`src/rtl/ecc_sed_decoder.sv`:
```
// SED receive checker: strips the parity bit, flags odd-parity words; 1-cycle latency, 2-entry skid buffer, enc_ready drops only when both entries are full.
// Error counter err_cnt is built only when ECC_SED_DEC_ERR_CNT_EN is defined, otherwise tied to zero.
module ecc_sed_decoder #(
  parameter int DATA_W = 12,
  parameter int CNT_W  = 16
) (
  input  logic              clk,
  input  logic              rst,
  input  logic              enc_valid,
  output logic              enc_ready,
  input  logic [DATA_W:0]   enc_codeword,
  output logic              dec_valid,
  input  logic              dec_ready,
  output logic [DATA_W-1:0] dec_data,
  output logic              dec_err,
  output logic              err_sticky,
  input  logic              err_clr,
  output logic [CNT_W-1:0]  err_cnt
);

  typedef enum logic [1:0] {EMPTY, ONE, TWO} state_t;

  state_t              state;
  logic [DATA_W-1:0]   head_dat, tail_dat;
  logic                head_err, tail_err;
  logic                accept, deliver, in_err, deliver_err;

  assign accept      = enc_valid & enc_ready;
  assign deliver     = dec_valid & dec_ready;
  assign in_err      = ^enc_codeword;
  assign deliver_err = deliver & head_err;
  assign dec_data    = head_dat;
  assign dec_err     = head_err;

  // head always holds the oldest word; tail is only occupied in TWO
  always_ff @(posedge clk) begin
    if (rst) begin
      state     <= EMPTY;
      enc_ready <= 1'b1;
      dec_valid <= 1'b0;
      head_dat  <= '0;
      head_err  <= 1'b0;
      tail_dat  <= '0;
      tail_err  <= 1'b0;
    end else begin
      case (state)
        EMPTY: begin
          if (accept) begin
            head_dat  <= enc_codeword[DATA_W-1:0];
            head_err  <= in_err;
            state     <= ONE;
            enc_ready <= 1'b1;
            dec_valid <= 1'b1;
          end
        end
        ONE: begin
          if (accept && deliver) begin
            head_dat <= enc_codeword[DATA_W-1:0];
            head_err <= in_err;
          end else if (accept) begin
            tail_dat  <= enc_codeword[DATA_W-1:0];
            tail_err  <= in_err;
            state     <= TWO;
            enc_ready <= 1'b0;
          end else if (deliver) begin
            state     <= EMPTY;
            dec_valid <= 1'b0;
          end
        end
        TWO: begin
          if (deliver) begin
            head_dat  <= tail_dat;
            head_err  <= tail_err;
            state     <= ONE;
            enc_ready <= 1'b1;
          end
        end
        default: begin
          state     <= EMPTY;
          enc_ready <= 1'b1;
          dec_valid <= 1'b0;
        end
      endcase
    end
  end

  // err_clr wins first, then the same-cycle errored delivery is recorded
  always_ff @(posedge clk) begin
    if (rst) begin
      err_sticky <= 1'b0;
    end else if (err_clr) begin
      err_sticky <= deliver_err;
    end else if (deliver_err) begin
      err_sticky <= 1'b1;
    end
  end

`ifdef ECC_SED_DEC_ERR_CNT_EN
  localparam logic [CNT_W-1:0] CNT_ONE = {{(CNT_W-1){1'b0}}, 1'b1};
  localparam logic [CNT_W-1:0] CNT_MAX = {CNT_W{1'b1}};

  logic [CNT_W-1:0] cnt_q;

  always_ff @(posedge clk) begin
    if (rst) begin
      cnt_q <= '0;
    end else if (err_clr) begin
      cnt_q <= deliver_err ? CNT_ONE : '0;
    end else if (deliver_err && (cnt_q != CNT_MAX)) begin
      cnt_q <= cnt_q + CNT_ONE;
    end
  end

  assign err_cnt = cnt_q;
`else
  assign err_cnt = {CNT_W{1'b0}};
`endif

endmodule

```
`config.mk`:
```
export PLATFORM = sky130hd
export DESIGN_NAME = ecc_sed_decoder
export DESIGN_NICKNAME = d
export VERILOG_FILES = /design/src/rtl/ecc_sed_decoder.sv
export SDC_FILE = /design/constraint.sdc
export NUM_CORES = 1
export LEC_CHECK = 0
export CORE_MARGIN = 3
export CORE_UTILIZATION = 46
export DETAILED_ROUTE_END_ITERATION = 8
export GPL_TIMING_DRIVEN = 0
export HOLD_SLACK_MARGIN = 0.1
export PLACE_DENSITY = 0.79
export SYNTH_ARGS = -nofsm -noshare
export SYNTH_HDL_FRONTEND = slang
export SYNTH_SLANG_ARGS = --single-unit
```
`constraint.sdc`:
```
create_clock -name clk -period 1.91 [get_ports clk]
set_input_delay 0.2865 -clock clk [delete_from_list [all_inputs] [get_ports clk]]
set_output_delay 0.2865 -clock clk [all_outputs]
set_load 0.03 [all_outputs]
```
==> key figures, run 1 <==
Global routing
  • Grt total ovfl: 0
  • Largest net degree at the start of global routing: 11
  • GRT Total Usage: 17.0%
  • First-pass GRT wire length: 5.36 mm
  • Vias in the first global route: 1156
  • Initial antenna violation count: 0

Timing
  • Final setup fails: 0
  • Crit path time final: about 1800 ps
  • RSZ-0062 raised after global routing: no
  • Final period util: ~96%
  • Upper clock frequency limit: around 540 MHz
  • Slew Limit Headroom: about 60%
  • Final Hold Violating Endpoints: 0
  • Final Max Slew Viols: 0
  • Setup_tns: 0 ps
  • Worst slew pin tran: 594 ps
  • Clock Skews: 6.81 ps

Routing
  • DR pass1 iterations: 4
  • Vias/cell: 4.78
  • # DRC: 0
  • Routed len/inst: 12.2 um
  • Post-Route WL: 3.31 mm
  • Routed vias: 1301
  • Number of DRC markers in iteration 0: 45
  • ANT nets after route: 0

Final layout
  • Leading cell type in the layout, fill and taps excluded: clkdlybuf4s50_1
  • Antenna Cells: 0
  • Nets: approximately 250
  • Most frequent cells in the layout: clkdlybuf4s50_1 (32), dfxtp_1 (31), nand2_1 (29), nor2_1 (25), buf_4 (18)
  • Layout cells sized above 1: 17.5%
  • Final core occ: roughly two thirds
  • Filler cells: 288
  • Finished Cell Area: roughly 2100 um^2
  • Non-Filler Instances: 272
  • Area grow syn2layout: 31.1%

Critical path
  • Crit path buf inv count: 1
  • CP max-delay cell: clkdlybuf4s50_1
  • CP peak stage delay: 730 ps
  • Crit path cell chain: clkdlybuf4s50_1
  • Crit path DAT: 1550 ps
  • Reg2reg path depth: 5
  • WS Path Type: flop to primary output
  • CP endpoint kind: primary output
  • Critical Path Source Type: flop
  • Worst r2r dst: dec_data[2]
  • R2R setup slack: 340 ps
  • Reg2reg start: state[0]
  • Data required time of the critical path: about 1600 ps
  • Maximum fanout along the worst path: 8
  • Top delay family on crit path: buffers and inverters

Synth
  • Yosys Warn Count: 0
  • Synth area leader: dfxtp_1
  • Avg Cell Area, Syn: 9.31 um^2
  • Adder-cell share of the synthesized area: 0%
  • Synth unique cells: 31
  • Synth Instances: roughly 170
  • XOR/XNOR share of the synthesized area: 7.46%
  • Synth Area in Simple Gates: between 10% and 20%
  • FF+latch count, synth: 31
  • Top post-synthesis cells by area: dfxtp_1 (39%), buf_4 (8.4%), mux2i_1 (8.1%)
  • Synthesized area: ~1600 um^2
  • Register area share after synthesis: 38.5%
  • Top-area cell type share of the netlist area: 38.5%
  • Largest family of logic cells by synthesized area: simple AND/OR/NAND/NOR gates
  • Post-synthesis compound-gate area fraction: 15.2%
  • Mux contribution to synthesized area: 8.08%

Clock tree
  • Setup Buffers After CTS: 0
  • CTS H-tree depth: 2
  • Clk sinks: 31
  • Clock Latency Late Sink: 330 ps
  • CTS tree: built
  • Number of CTS-inserted buffers: 5
  • Bufs on Longest Clock Path: 2
  • Hold-fix buffers, CTS: 0
  • Root buffer cell: clkbuf_4
  • Clock slew at reported path FFs: about 90 ps
  • Post-CTS sizing: 0

Power and ir drop
  • Cell area power density: 956 nW/um^2
  • Leakage: 0.947 nW
  • Peak VDD IR: 425 uV

Die
  • # rows: 20
  • Initial Util: 50.3%
  • Core Box Area: approximately 3200 um^2
  • Horiz. Die Dim: 65.2 um
  • Ports: 50
  • Die area: 4250 um^2
  • Die Y: 65.2 um

Placement
  • Post-place instance area: 2040 um^2
  • DP HPWL: between 2 and 2.5 mm
  • GPL Wtd Cong: 0.788
  • Buffers on Ports: 32
  • Placed cells: 264

Min path
  • Hold path cells: 2
  • Hold path start: rst
  • Hold Path Sink: tail_err
  • Hold crit path type: input pin to flop

Job
  • Max-cap violations: 0

Status
  • Status: finished, final reports clean
## sequential cells by signal, summed over array words and instances (netlist names)
name / cells
dec_valid: 1
tail_dat: 12
tail_err: 1
state: 2
enc_ready: 1
err_sticky: 1
dec_data: 12
dec_err: 1
## stage by stage
stage | hold WS (ps) | setup WS, ps | total power (W)
finish | 299 | 69.9 | 0.00202
CTS | 287 | 55.8 | 0.00203
global placement | 462 | -36.4 | 0.00159
floorplan | 430 | 328 | 0.00135
global route | 335 | 3.15 | 0.00212
detailed placement | 465 | -60.7 | 0.00160
## logic make-up (layout without fill, tap and decap cells)
kind of cell    count (synthesis)  count (layout)
flops                          31              31
compound gates                 24              24
mux                            13              13
buf+inv                        27              67
xor+xnor                        9               9
simple gates                   68              68
other cells                     1              16
## power breakdown
part	total (W)	leakage, nW	internal [W]	switching [W]
combinational	0.000784	0.654	0.000348	0.000436
clock	0.000439	0.0386	0.000216	0.000223
sequential	0.000794	0.254	0.000736	0.0000585
## worst max-delay path by stage
| stage | start | slack (ps) | depth (start not counted) | endpoint |
|---|---|---|---|---|
| after detailed placement | dec_ready | -60 | 6 | dec_data[2] |
| after CTS | dec_valid | 60 | 1 | dec_valid |
| after global placement | enc_codeword[8] | -40 | 5 | dec_err |
| after floorplan | dec_valid | 330 | 5 | dec_data[11] |
| after global routing | dec_valid | 3 | 1 | dec_valid |
| final | dec_valid | 70 | 1 | dec_valid |
## cell usage after synthesis (all sizes together)
master,number
and2,1
clkbuf,5
a211oi,1
a21oi,4
and2b,1
nand4bb,1
nand4b,1
a311oi,12
nand3,4
o31ai,1
nor2,25
nand2b,2
xnor2,6
a21o,1
nand3b,2
mux2i,13
nand2,29
nand4,1
dfxtp,31
o21bai,2
o211ai,1
buf,22
and3b,1
xnor3,3
conb,1
a31oi,1
o22ai,1
## layout make-up
| cell class | count | area (um^2) | area share (%) |
|---|---|---|---|
| Multi-Input combinational cell | 130 | 866 | 41.0 |
| Sequential cell | 31 | 621 | 29.4 |
| Timing Repair Buffer | 32 | 320 | 15.2 |
| Buffer | 27 | 180 | 8.54 |
| Clock buffer | 8 | 68.8 | 3.26 |
| Tap cell | 44 | 55.1 | 2.61 |
## layer usage
layer / share of wire, % / track usage, %
met4: 1.7 / 10.4
met5: 0 / 0
met2: 47 / 27.3
met3: 6.1 / 4.79
met1: 45 / 19.9
Power figures use the tool's default switching activity.
==> inputs of run 2 (changes only) <==
--- a/config.mk
+++ b/config.mk
@@ -11,6 +11,7 @@
 export GPL_TIMING_DRIVEN = 0
 export HOLD_SLACK_MARGIN = 0.1
 export PLACE_DENSITY = 0.79
+export SLEW_MARGIN = 30
 export SYNTH_ARGS = -nofsm -noshare
 export SYNTH_HDL_FRONTEND = slang
 export SYNTH_SLANG_ARGS = --single-unit
==> results of run 2 <==
No change in the layout: final DEF, timing and power equal those of run 1.
